==> config.mk <==
export PLATFORM = sky130hd
export DESIGN_NAME = mem_decipher
export DESIGN_NICKNAME = d
export VERILOG_FILES = /design/src/rtl/mem_pkg.sv /design/src/rtl/mem_inv_lookup.sv /design/src/rtl/mem_decipher.sv
export SDC_FILE = /design/constraint.sdc
export NUM_CORES = 1
export LEC_CHECK = 0
export CAP_MARGIN = 10
export CORE_MARGIN = 2
export CORE_UTILIZATION = 55
export CTS_BUF_LIST = sky130_fd_sc_hd__clkbuf_4 sky130_fd_sc_hd__clkbuf_8
export DETAILED_ROUTE_END_ITERATION = 6
export HOLD_SLACK_MARGIN = 0.1
export PLACE_DENSITY_LB_ADDON = 0.2
export SYNTH_ARGS = -nofsm -noshare
export SYNTH_HDL_FRONTEND = slang
export SYNTH_SLANG_ARGS = --single-unit
==> constraint.sdc <==
create_clock -name clk -period 3.8 [get_ports clk]
set_clock_uncertainty 0.15 [all_clocks]
set_input_delay 1.14 -clock clk [delete_from_list [all_inputs] [get_ports clk]]
set_output_delay 1.14 -clock clk [all_outputs]
set_load 0.01 [all_outputs]
==> src/rtl/mem_pkg.sv <==
// Shared types, cipher-range constants, inverse substitution tables and FSM
// encoding for the mem_decipher receive path.
package mem_pkg;

    typedef logic [7:0] letter_t;
    typedef logic [4:0] code_t;
    typedef logic [1:0] set_t;

    localparam letter_t CIPHER_BASE = 8'h41;
    localparam int      CIPHER_SPAN = 32;
    localparam letter_t CIPHER_TOP  = CIPHER_BASE + 8'(CIPHER_SPAN - 1);

    // Inverses of the forward affine maps f(c) = (a*c + b) mod 32:
    // table 0 (3,14), table 1 identity, table 2 (5,7), table 3 (7,5).
    localparam code_t INV_TAB [0:3][0:31] = '{
        '{5'd6,  5'd17, 5'd28, 5'd7,  5'd18, 5'd29, 5'd8,  5'd19,
          5'd30, 5'd9,  5'd20, 5'd31, 5'd10, 5'd21, 5'd0,  5'd11,
          5'd22, 5'd1,  5'd12, 5'd23, 5'd2,  5'd13, 5'd24, 5'd3,
          5'd14, 5'd25, 5'd4,  5'd15, 5'd26, 5'd5,  5'd16, 5'd27},
        '{5'd0,  5'd1,  5'd2,  5'd3,  5'd4,  5'd5,  5'd6,  5'd7,
          5'd8,  5'd9,  5'd10, 5'd11, 5'd12, 5'd13, 5'd14, 5'd15,
          5'd16, 5'd17, 5'd18, 5'd19, 5'd20, 5'd21, 5'd22, 5'd23,
          5'd24, 5'd25, 5'd26, 5'd27, 5'd28, 5'd29, 5'd30, 5'd31},
        '{5'd5,  5'd18, 5'd31, 5'd12, 5'd25, 5'd6,  5'd19, 5'd0,
          5'd13, 5'd26, 5'd7,  5'd20, 5'd1,  5'd14, 5'd27, 5'd8,
          5'd21, 5'd2,  5'd15, 5'd28, 5'd9,  5'd22, 5'd3,  5'd16,
          5'd29, 5'd10, 5'd23, 5'd4,  5'd17, 5'd30, 5'd11, 5'd24},
        '{5'd13, 5'd4,  5'd27, 5'd18, 5'd9,  5'd0,  5'd23, 5'd14,
          5'd5,  5'd28, 5'd19, 5'd10, 5'd1,  5'd24, 5'd15, 5'd6,
          5'd29, 5'd20, 5'd11, 5'd2,  5'd25, 5'd16, 5'd7,  5'd30,
          5'd21, 5'd12, 5'd3,  5'd26, 5'd17, 5'd8,  5'd31, 5'd22}
    };

    typedef enum logic [1:0] {
        ST_IDLE  = 2'd0,
        ST_RUN   = 2'd1,
        ST_DRAIN = 2'd2
    } state_e;

    function automatic logic in_cipher_range(input letter_t b);
        return (b >= CIPHER_BASE) && (b <= CIPHER_TOP);
    endfunction

endpackage

==> src/rtl/mem_inv_lookup.sv <==
// Combinational inverse substitution: cipher-range bytes are mapped through the
// selected inverse table, everything else passes through untouched.
module mem_inv_lookup
    import mem_pkg::*;
(
    input  set_t    set_i,
    input  letter_t letter_i,
    output letter_t letter_o
);

    code_t code_s;

    // Range check and table lookup
    always_comb begin
        code_s = letter_i[4:0] - CIPHER_BASE[4:0];
        if (in_cipher_range(letter_i)) begin
            letter_o = CIPHER_BASE + {3'b000, INV_TAB[set_i][code_s]};
        end else begin
            letter_o = letter_i;
        end
    end

endmodule

==> src/rtl/mem_decipher.sv <==
// Streaming decipher top: message FSM, two-stage pipeline with backpressure and
// per-message letter counter. Define MEMDEC_STEP_EN to enable rotor stepping.
module mem_decipher
    import mem_pkg::*;
#(
    parameter int COUNT_W     = 16,
    parameter int STEP_PERIOD = 1
) (
    input  logic               clk,
    input  logic               rst_n,
    input  logic               start,
    input  logic [1:0]         setting,
    input  logic               s_valid,
    output logic               s_ready,
    input  logic [7:0]         s_data,
    input  logic               s_last,
    output logic               m_valid,
    input  logic               m_ready,
    output logic [7:0]         m_data,
    output logic               m_last,
    output logic               busy,
    output logic [COUNT_W-1:0] count
);

    state_e             state_q, state_d;
    set_t               cur_set_q, cur_set_d;
    logic [COUNT_W-1:0] count_q, count_d;
    logic               s1_valid_q, s1_valid_d;
    letter_t            s1_data_q, s1_data_d;
    logic               s1_last_q, s1_last_d;
    set_t               s1_set_q, s1_set_d;
    logic               m_valid_q, m_valid_d;
    letter_t            m_data_q, m_data_d;
    logic               m_last_q, m_last_d;
    logic               busy_q, busy_d;

    logic               s_ready_s;
    logic               s2_free_s;
    logic               s1_adv_s;
    logic               s_hs_s;
    logic               m_hs_s;
    logic               in_range_s;
    logic               open_s;
    logic               step_s;
    letter_t            plain_s;

    assign s2_free_s  = !m_valid_q || m_ready;
    assign s1_adv_s   = s1_valid_q && s2_free_s;
    assign s_hs_s     = s_valid && s_ready_s;
    assign m_hs_s     = m_valid_q && m_ready;
    assign in_range_s = in_cipher_range(s_data);
    assign open_s     = (state_q == ST_IDLE) && start;

    mem_inv_lookup u_lookup (
        .set_i    (s1_set_q),
        .letter_i (s1_data_q),
        .letter_o (plain_s)
    );

    // FSM state register
    always_ff @(posedge clk or negedge rst_n) begin
        if (!rst_n) begin
            state_q <= ST_IDLE;
        end else begin
            state_q <= state_d;
        end
    end

    // FSM next-state logic
    always_comb begin
        state_d = state_q;
        case (state_q)
            ST_IDLE: begin
                if (start) state_d = ST_RUN;
                else       state_d = ST_IDLE;
            end
            ST_RUN: begin
                if (s_hs_s && s_last) state_d = ST_DRAIN;
                else                  state_d = ST_RUN;
            end
            ST_DRAIN: begin
                if (!s1_valid_q && !m_valid_q) state_d = ST_IDLE;
                else                           state_d = ST_DRAIN;
            end
            default: state_d = ST_IDLE;
        endcase
    end

    // FSM outputs: input ready only while a message is open and stage 1 can take a byte
    always_comb begin
        s_ready_s = 1'b0;
        case (state_q)
            ST_RUN:  s_ready_s = !s1_valid_q || s1_adv_s;
            default: s_ready_s = 1'b0;
        endcase
    end

`ifdef MEMDEC_STEP_EN
    logic [7:0] step_cnt_q, step_cnt_d;
    logic       step_wrap_s;

    assign step_wrap_s = (step_cnt_q == 8'(STEP_PERIOD - 1));
    assign step_s      = s_hs_s && in_range_s && step_wrap_s;

    // Step counter next state: counts accepted cipher-range letters per rotor step
    always_comb begin
        step_cnt_d = step_cnt_q;
        if (open_s) begin
            step_cnt_d = 8'd0;
        end else if (s_hs_s && in_range_s) begin
            step_cnt_d = step_wrap_s ? 8'd0 : step_cnt_q + 8'd1;
        end else begin
            step_cnt_d = step_cnt_q;
        end
    end

    // Step counter register
    always_ff @(posedge clk or negedge rst_n) begin
        if (!rst_n) begin
            step_cnt_q <= 8'd0;
        end else begin
            step_cnt_q <= step_cnt_d;
        end
    end
`else
    logic unused_step_s;

    assign step_s        = 1'b0;
    assign unused_step_s = (STEP_PERIOD > 0);
`endif

    // Datapath next state: message setup, both pipeline stages, busy and counter
    always_comb begin
        cur_set_d  = cur_set_q;
        count_d    = count_q;
        s1_valid_d = s1_valid_q;
        s1_data_d  = s1_data_q;
        s1_last_d  = s1_last_q;
        s1_set_d   = s1_set_q;
        m_valid_d  = m_valid_q;
        m_data_d   = m_data_q;
        m_last_d   = m_last_q;
        busy_d     = busy_q;

        if (open_s) begin
            cur_set_d = setting;
        end else if (step_s) begin
            cur_set_d = cur_set_q + 2'd1;
        end else begin
            cur_set_d = cur_set_q;
        end

        if (open_s) begin
            count_d = {COUNT_W{1'b0}};
        end else if (s_hs_s && in_range_s && (count_q != {COUNT_W{1'b1}})) begin
            count_d = count_q + COUNT_W'(1);
        end else begin
            count_d = count_q;
        end

        // Stage 1 captures the select in force at acceptance, before any step
        if (s_hs_s) begin
            s1_valid_d = 1'b1;
            s1_data_d  = s_data;
            s1_last_d  = s_last;
            s1_set_d   = cur_set_q;
        end else if (s1_adv_s) begin
            s1_valid_d = 1'b0;
        end else begin
            s1_valid_d = s1_valid_q;
        end

        if (s2_free_s) begin
            m_valid_d = s1_valid_q;
            if (s1_valid_q) begin
                m_data_d = plain_s;
                m_last_d = s1_last_q;
            end else begin
                m_data_d = m_data_q;
                m_last_d = m_last_q;
            end
        end else begin
            m_valid_d = m_valid_q;
        end

        if (open_s) begin
            busy_d = 1'b1;
        end else if (m_hs_s && m_last_q) begin
            busy_d = 1'b0;
        end else begin
            busy_d = busy_q;
        end
    end

    // Datapath registers
    always_ff @(posedge clk or negedge rst_n) begin
        if (!rst_n) begin
            cur_set_q  <= 2'b00;
            count_q    <= {COUNT_W{1'b0}};
            s1_valid_q <= 1'b0;
            s1_data_q  <= 8'h00;
            s1_last_q  <= 1'b0;
            s1_set_q   <= 2'b00;
            m_valid_q  <= 1'b0;
            m_data_q   <= 8'h00;
            m_last_q   <= 1'b0;
            busy_q     <= 1'b0;
        end else begin
            cur_set_q  <= cur_set_d;
            count_q    <= count_d;
            s1_valid_q <= s1_valid_d;
            s1_data_q  <= s1_data_d;
            s1_last_q  <= s1_last_d;
            s1_set_q   <= s1_set_d;
            m_valid_q  <= m_valid_d;
            m_data_q   <= m_data_d;
            m_last_q   <= m_last_d;
            busy_q     <= busy_d;
        end
    end

    assign s_ready = s_ready_s;
    assign m_valid = m_valid_q;
    assign m_data  = m_data_q;
    assign m_last  = m_last_q;
    assign busy    = busy_q;
    assign count   = count_q;

endmodule

==> metrics.cfg, run 1 <==
[status]
status=finished clean

[setup_path]
start_kind=input port
crit_path_end_kind=flip-flop
reg2reg_to=m_data[4]
critPathRequiredTime_ps=3830
slowest_stage=or4_4
crit_type=in2reg
r2r_start=s1_data_q[1]
crit_fanout=5
cp_cell_sequence=clkdlybuf4s50_1 -> or4_4 -> o21ai_2 -> or4b_4 -> nor4b_4 -> nand3_2 -> xor2_1 -> nor2_1
r2r_slack_ps=800
max_stage_delay_ps=550
reg2reg_depth=9
cp.arrival_ps=3540

[detailed_routing]
drt-initial-drc-count=191
drt-total-wl_mm=5.33
viasPerCell=5.59
first_pass_iters=4
drc=0
ant_nets=0
routedWlPerCell_um=14.7
vias=2029

[timing]
fmax_ghz=0.284
slew_violations=0
worst_slew_pin_slew_ps=932
worst_slack_ps=285
hold_violations=0
min_period_ps=3520
fin_crit_sh_pct=92.5
holdWs_ps=329
max_slew_margin_pct=37.9
rsz0062_at_grt=false
setup_viol=0

[pwr]
powerDensity_nw_per_um2=822
leakagePower_nw=1.42
ir_drop_uv=352

[synth]
syn_nets=295
ys.flop_type=dfrtp_1
ys_seq_area_share_pct=40.4
synth.avg_cell_area_um2=9.97
synth-edff-count=0
async_reset_ff_share_pct=100
ys_types=51
syn_inst=267
synth-seq-cells=43
ys_warn_count=0
synthesis.area_um2=2660

[place]
hpwl_mm=3.88
dpl_worst_slack_ps=-32.1
gp_congestion=0.882
port_buffers=43

[worst_hold_path]
hold_class=reg2reg
whs_path_depth=1
holdPathEnd=busy
hold_start=busy

[clock_network]
clk_latency_ps=290
cts_num_sinks=43
cts_tree=done
root_buffer=clkbuf_8
cts_hold_buffers=0
cts_buffer_depth=2
htree_num_levels=2
numCtsBuffers=5
cts_resized=0
postCtsSetupRepairBufs=0
clk_pin_slew_ps=80

[floorplan]
die_area_um2=5410
fp.dieW_um=73.6
fp-row-count=25
pin_count=44
coreArea_um2=4690
start_util_pct=56.7
die_h_um=73.6

[grt]
grt_pass1_vias=1916
grt_max_degree=44
grt_util_all_layers_pct=22.0
antenna_found_initial=0
grt_pass1_wl_mm=9.23
overflow=0

[finish]
antenna_cells=0
final_layout_size_suffix_gt1_share_pct=12.3
area_growth_pct=22.1
nNetsFinal=337
layout_commonest_cell=dfrtp_1
final_cell_mix=43 x dfrtp_1, 41 x clkdlybuf4s50_1, 26 x nor2_1, 26 x nand2_1
post-route-util_pct=69.3

[flow_run]
cap_violations=0

==> synth_stat cells (2+ instances only) <==
master     n  share of area, %
nand3b_1   3              0.85
o21ai_1    4              0.75
nand4_1    6               1.4
nor3_1     6               1.1
nor2b_1    2              0.47
nor3b_1    3              0.85
xnor2_1    6               2.0
a211o_1    2              0.66
mux2i_1    9               3.4
a21oi_1   11               2.1
clkbuf_1  10               1.4
and4_1     2              0.66
mux2_2    14               5.9
ha_1      12               5.6
a211oi_1   3              0.85
mux4_2     2               1.7
dfrtp_1   43                40
nand2_1   26               3.7
inv_1      7              0.99
and3_1     4              0.94
and2_1     2              0.47
nand2b_1  14               3.3
nand3_1    9               1.7
buf_2      2              0.38
nor2_1    26               3.7
xor2_1    14               4.6
==> worst max-delay path by stage <==
| stage | start | cells past startpoint | endpoint | slack (ps) |
|---|---|---|---|---|
| 2_1_floorplan | s_data[3] | 7 | count[8] | 570 |
| 3_3_place_gp | m_ready | 4 | s_ready | 50 |
| 3_5_place_dp | s_data[3] | 8 | count[14] | -30 |
| 4_1_cts | m_ready | 4 | s_ready | 30 |
| 5_1_grt | s_data[3] | 8 | count[9] | 170 |
| 6_report | s_data[3] | 8 | count[8] | 280 |
==> sequential cells by signal (all words and copies together) (netlist names) <==
name	cells
count	16
s1_set_q	2
s1_data_q	8
s1_last_q	1
m_last	1
state_q	2
busy	1
s1_valid_q	1
m_data	8
m_valid	1
cur_set_q	2
==> layout make-up <==
| type | count | area, um^2 |
|---|---|---|
| multi-input combinational | 205 | 1520 |
| fill | 383 | 1440 |
| sequential | 43 | 1080 |
| timing repair buffer | 47 | 458 |
| clock buffer | 6 | 76.3 |
| tap | 54 | 67.6 |
| clock inverter | 1 | 30.0 |
| inverter | 7 | 26.3 |
==> layer usage <==
| metal | share of wire, % | global-route usage (%) | vias to the layer above |
|---|---|---|---|
| met5 | 0 | 0 | - |
| met4 | 1.1 | 6.67 | 0 |
| met3 | 4.3 | 4.53 | 7 |
| met2 | 48 | 34.1 | 40 |
| met1 | 47 | 31.1 | 962 |
| li1 | - | - | 1020 |
==> worst max-delay path, delay by kind of cell <==
| family | cells | cell delay [ps] |
|---|---|---|
| buffers and inverters | 1 | 450 |
| AOI/OAI and AO/OA | 1 | 110 |
| and+or+nand+nor | 5 | 1680 |
| xor gates and xnor gates | 1 | 160 |
==> stage by stage <==
stage / cells / total power [mW] / area (um^2) / setup TNS [ps]
after floorplan: 267 / 1.94 / 2660 / 0
after global placement: 356 / 2.29 / 3140 / 0
after detailed placement: 356 / 2.33 / 3140 / -77.5
after CTS: 363 / 2.68 / 3250 / 0
after global routing: 363 / 2.91 / 3250 / 0
final: 363 / 2.67 / 3250 / 0
==> logic make-up (layout without fill, tap and decap cells) <==
kind of cell             count (synthesis)  count (layout)  synth area share, %
buffers and inverters                   19              61                 2.77
XOR/XNOR                                21              21                 7.43
AND/OR/NAND/NOR                        110             110                 22.8
adder cells (fa/ha/maj)                 12              12                 5.64
flip-flops                              43              43                 40.4
AO/OA/AOI/OAI                           37              37                 9.97
multiplexers                            25              25                 11.0
==> report_power, final <==
| group | total [mW] | internal, mW | switching [mW] |
|---|---|---|---|
| combinational | 1.57 | 0.776 | 0.790 |
| clock | 0.345 | 0.200 | 0.145 |
| sequential | 0.762 | 0.603 | 0.159 |
No activity file was read; power rests on OpenSTA's default activity.
==> run 2: changes to the inputs <==
==> constraint.sdc (replaced) <==
create_clock -name clk -period 3.8 [get_ports clk]
set_clock_uncertainty 0.15 [all_clocks]
set_input_delay 0.76 -clock clk [delete_from_list [all_inputs] [get_ports clk]]
set_output_delay 0.76 -clock clk [all_outputs]
set_load 0.01 [all_outputs]
==> metrics.cfg, run 2 (synthesized netlist as in run 1, its figures left out) <==
[status]
status=finished clean

[finish]
nNetsFinal=336  ; -0.30%
fin_cells=363  ; unchanged
largest_reg_flops=16  ; unchanged
final_layout_size_suffix_gt1_share_pct=12.3  ; unchanged
final_cell_mix=43 x dfrtp_1, 42 x clkdlybuf4s50_1, 26 x nor2_1, 26 x nand2_1
fin_area_um2=3250  ; -0.12%
area_growth_pct=22.0
layout_commonest_cell=dfrtp_1
multi_input_area_um2=1520  ; unchanged
regArea_um2=1080  ; unchanged
fill_cells=387  ; +1.0%
antenna_cells=0  ; unchanged

[clock_network]
postCtsSetupRepairBufs=0  ; unchanged
cts_tree=done
htree_num_levels=2  ; unchanged
clk_latency_ps=290  ; about the same
clk_pin_slew_ps=80  ; about the same
numCtsBuffers=5  ; unchanged
cts_buffer_depth=2  ; unchanged
cts_hold_buffers=0  ; unchanged
cts_num_sinks=43  ; unchanged
cts_resized=0  ; unchanged
root_buffer=clkbuf_8

[worst_hold_path]
hold_class=reg2reg

[detailed_routing]
vias=2040  ; +0.54%
drt-total-wl_mm=5.18  ; -2.8%
drc=0  ; unchanged
viasPerCell=5.62  ; +0.54%
ant_nets=0  ; unchanged
first_pass_iters=5  ; +1
routedWlPerCell_um=14.3  ; -2.8%
drt-initial-drc-count=208  ; +8.9%

[timing]
worst_slack_ps=671  ; +386 ps
hold_violations=0  ; unchanged
worst_slew_pin_slew_ps=916  ; -15.9 ps
fin_crit_sh_pct=82.3  ; -10 points
rsz0062_at_grt=false
max_slew_margin_pct=38.9  ; +1.1 points
min_period_ps=3130  ; -386 ps
fin_tns_setup_ps=0  ; unchanged
setup_viol=0  ; unchanged
fmax_ghz=0.320  ; +12%
slew_violations=0  ; unchanged

[floorplan]
fp.dieW_um=73.6  ; unchanged
coreArea_um2=4690  ; unchanged
die_h_um=73.6  ; unchanged
die_area_um2=5410  ; unchanged
start_util_pct=56.7  ; unchanged
fp-row-count=25  ; unchanged
pin_count=44  ; unchanged

[grt]
antenna_found_initial=0  ; unchanged
grt_pass1_vias=1895  ; -1.1%
grt_max_degree=44  ; unchanged
overflow=0  ; unchanged
grt_util_all_layers_pct=20.8  ; -1.2 points
grt_pass1_wl_mm=8.79  ; -4.7%

[place]
post-place-cells=355  ; -0.28%
hpwl_mm=3.72  ; -4.0%
place_area_um2=3130  ; -0.24%
port_buffers=43  ; unchanged
gp_congestion=0.858  ; -2.7%
dpl_worst_slack_ps=362  ; +394 ps

[pwr]
ir_drop_uv=337  ; -4.4%
leakagePower_nw=1.41  ; -0.83%
finalPower_mw=2.66  ; -0.65%
powerDensity_nw_per_um2=818  ; -0.54%

[setup_path]
cp.arrival_ps=3160  ; -380 ps
start_kind=input port
crit_fanout=5  ; unchanged
crit_path_end_kind=flip-flop
crit_type=in2reg
critPathRequiredTime_ps=3830  ; about the same

[flow_run]
cap_violations=0  ; unchanged

run 2: cell types whose count changed in the layout (fill, tap and decap cells not counted):
cell and change:
clkdlybuf4s50_1 +1, clkbuf_4 -1, clkinv_4 +1, clkinv_2 +1, buf_4 -1, dlymetal6s2s_1 -1
run 2: critical path, stage by stage:
cell and delay [ps]:
clkdlybuf4s50_1 450, or4_4 540, o21ai_2 110, or4b_4 530, nor4_4 380, nand4_1 170
xor2_1 160, nor2_1 50
run 2: power breakdown:
group          internal [mW]  switching [mW]
logic                  0.777           0.769
clock network          0.196           0.155
registers              0.603           0.156
run 2: layout make-up:
type / count / area share [%]
Clock buffer: 5 / 2.12
Clock inverter: 3 / 1.35
Inverter: 7 / 0.809
Multi-Input combinational cell: 205 / 46.7
Sequential cell: 43 / 33.1
Tap cell: 54 / 2.08
Timing Repair Buffer: 46 / 13.8
run 2: path summary, 6_finish.rpt:
kind                                      to    startpoint  slack, ps  cells after the start
worst max-delay path                count[9]     s_data[2]        670                      8
worst min-delay path               m_data[7]     m_data[7]        330                      2
worst max register to register     m_data[4]  s1_data_q[1]        890                      9
worst min register to register     m_data[7]     m_data[7]        330                      2
max in group asynchronous       s1_data_q[0]         rst_n       2480                      1
min in group asynchronous          m_data[2]         rst_n        450                      1
run 2: per-layer routing:
layer / up-vias / global-route usage [%] / routed length, um
li1: 1025 / - / -
met1: 958 / 29.3 / 2520
met2: 52 / 33.3 / 2420
met3: 5 / 3.02 / 201
met4: 0 / 6.26 / 42
met5: - / 0 / 0
run 2: stage by stage:
| step | hold WS, ps | utilization (%) |
|---|---|---|
| after floorplan | 289 | - |
| after global placement | 307 | 66.8 |
| after detailed placement | 312 | 66.8 |
| after CTS | 334 | 69.2 |
| after global routing | 350 | 69.2 |
| final | 325 | 69.2 |
==> run 3: changes to the inputs <==
- CORE_UTILIZATION: 55 -> 50
- clock period: 3.8 -> 2.8 ns (I/O delays scaled with it)
==> metrics.cfg, run 3 (synthesized netlist as in run 1, its figures left out) <==
[setup_path]
cp-endpoint=s_ready
max_stage_delay_ps=540  ; about the same
crit_fanout=2  ; -3
cp_cell_sequence=clkdlybuf4s50_1 -> nand3b_1 -> buf_4 -> and3_1 -> clkdlybuf4s50_1
cp.arrival_ps=2010  ; -1150 ps
r2r_slack_ps=190  ; -700 ps
start_kind=input port
path_common_cell=clkdlybuf4s50_1
r2r_start=s1_data_q[0]
reg2reg_depth=10  ; +1
reg2reg_to=m_data[4]
crit_start=m_ready
crit_path_end_kind=output port
crit_type=in2out
slowest_stage=clkdlybuf4s50_1
critPathRequiredTime_ps=2090  ; -1740 ps

[pwr]
leakagePower_nw=1.48  ; +5.3%
ir_drop_uv=513  ; +53%
finalPower_mw=3.73  ; +41%
powerDensity_nw_per_um2=1110  ; +35%

[flow_run]
cap_violations=0  ; unchanged

[finish]
largest_reg_flops=16  ; unchanged
fill_cells=419  ; +8.3%
nNetsFinal=348  ; +3.6%
final_layout_size_suffix_gt1_share_pct=15.3  ; +3.0 points
area_growth_pct=26.7
layout_commonest_cell=dfrtp_1
antenna_cells=0  ; unchanged
final_cell_mix=43 x dfrtp_1, 38 x clkdlybuf4s50_1, 26 x nor2_1, 26 x nand2_1

[clock_network]
cts_buffer_depth=2  ; unchanged
cts_num_sinks=43  ; unchanged
root_buffer=clkbuf_8
postCtsSetupRepairBufs=0  ; unchanged
clk_latency_ps=290  ; about the same
cts_tree=done
htree_num_levels=2  ; unchanged
numCtsBuffers=5  ; unchanged
clk_pin_slew_ps=80  ; about the same

[grt]
antenna_found_initial=0  ; unchanged
overflow=0  ; unchanged
grt_pass1_wl_mm=9.47  ; +7.7%
grt_pass1_vias=2068  ; +9.1%
grt_max_degree=27  ; -39%
grt_util_all_layers_pct=19.5  ; -1.3 points

[detailed_routing]
routedWlPerCell_um=13.9  ; -3.0%
drt-initial-drc-count=144  ; -31%
drc=0  ; unchanged
drt-total-wl_mm=5.42  ; +4.5%
vias=2077  ; +1.8%
viasPerCell=5.31  ; -5.5%
ant_nets=0  ; unchanged
first_pass_iters=4  ; -1

[floorplan]
die_area_um2=5920  ; +9.4%
pin_count=44  ; unchanged
die_h_um=77.0  ; +4.6%
fp-row-count=26  ; +4.0%
start_util_pct=52.1  ; -4.6 points
fp.dieW_um=77.0  ; +4.6%
coreArea_um2=5110  ; +8.9%

[worst_hold_path]
hold_class=reg2reg

[timing]
hold_violations=0  ; unchanged
fin_tns_setup_ps=0  ; unchanged
setup_viol=0  ; unchanged
rsz0062_at_grt=false
min_period_ps=2720
max_slew_margin_pct=65.1  ; +26 points
worst_slack_ps=85.0  ; -586 ps
slew_violations=0  ; unchanged
fin_crit_sh_pct=97.0
worst_slew_pin_slew_ps=520  ; -396 ps
fmax_ghz=0.368

[place]
port_buffers=43  ; unchanged
hpwl_mm=4.01  ; +7.7%
dpl_worst_slack_ps=-422  ; -784 ps
gp_congestion=0.839  ; -2.3%

[status]
status=finished clean

==> run 3: cell types whose count changed in the layout (fill, tap and decap cells not counted), sizes merged <==
| cell | previous run | this run |
|---|---|---|
| buf | 4 | 15 |
| clkdlybuf4s50 | 42 | 38 |
| dlygate4sd2 | 0 | 3 |
| dlygate4sd3 | 0 | 1 |
| dlymetal6s2s | 0 | 1 |
==> run 3: how the worst min path moves through the flow <==
| stage | end | from | cells after the start |
|---|---|---|---|
| finish | busy | busy | 1 |
| global route | busy | busy | 1 |
| CTS | busy | busy | 1 |
| detailed placement | busy | busy | 1 |
| global placement | m_last | s1_last_q | 2 |
| floorplan | busy | rst_n | 0 |
==> run 3: critical path, delay by kind of cell <==
kind,cells,cell delay (ps)
buffers and inverters,3,1130
AND/OR/NAND/NOR,2,310
==> run 3: per-layer routing <==
metal / vias to the layer above / global-route usage, % / routed length, um / share of wire, %
met1: 979 / 26.2 / 2580 / 48
met3: 4 / 3.29 / 230 / 4.2
met5: - / 0 / 0 / 0
met2: 45 / 32.9 / 2560 / 47
li1: 1049 / - / - / -
met4: 0 / 4.91 / 46 / 0.85
==> run 3: final cells by class <==
type	count	area [um^2]	area share, %
clock buffer	5	68.8	2.04
sequential	43	1080	31.9
multi-input combinational	205	1520	45.0
inverter	7	26.3	0.780
clock inverter	3	43.8	1.30
timing repair buffer	58	552	16.4
tap	70	87.6	2.60
==> run 3: power by group <==
part	switching, mW	total (mW)	internal [mW]
registers	0.177	0.996	0.819
clock network	0.212	0.478	0.266
logic	1.11	2.26	1.14
==> run 3: through the flow <==
stage	util, %	std cells	hold slack [ps]	area, um^2
floorplan	-	267	114	2660
global placement	63.6	382	305	3250
detailed placement	63.6	382	319	3250
CTS	65.9	391	339	3370
global route	66.0	391	368	3370
finish	66.0	391	333	3370
==> run 3: what timing repair did <==
action,CTS,global route
gates cloned,0,0
pin swaps,2,0
gates resized for setup,3,1
hold buffers,1,0
setup endpoints to repair,9,4
hold endpoints to repair,15,0
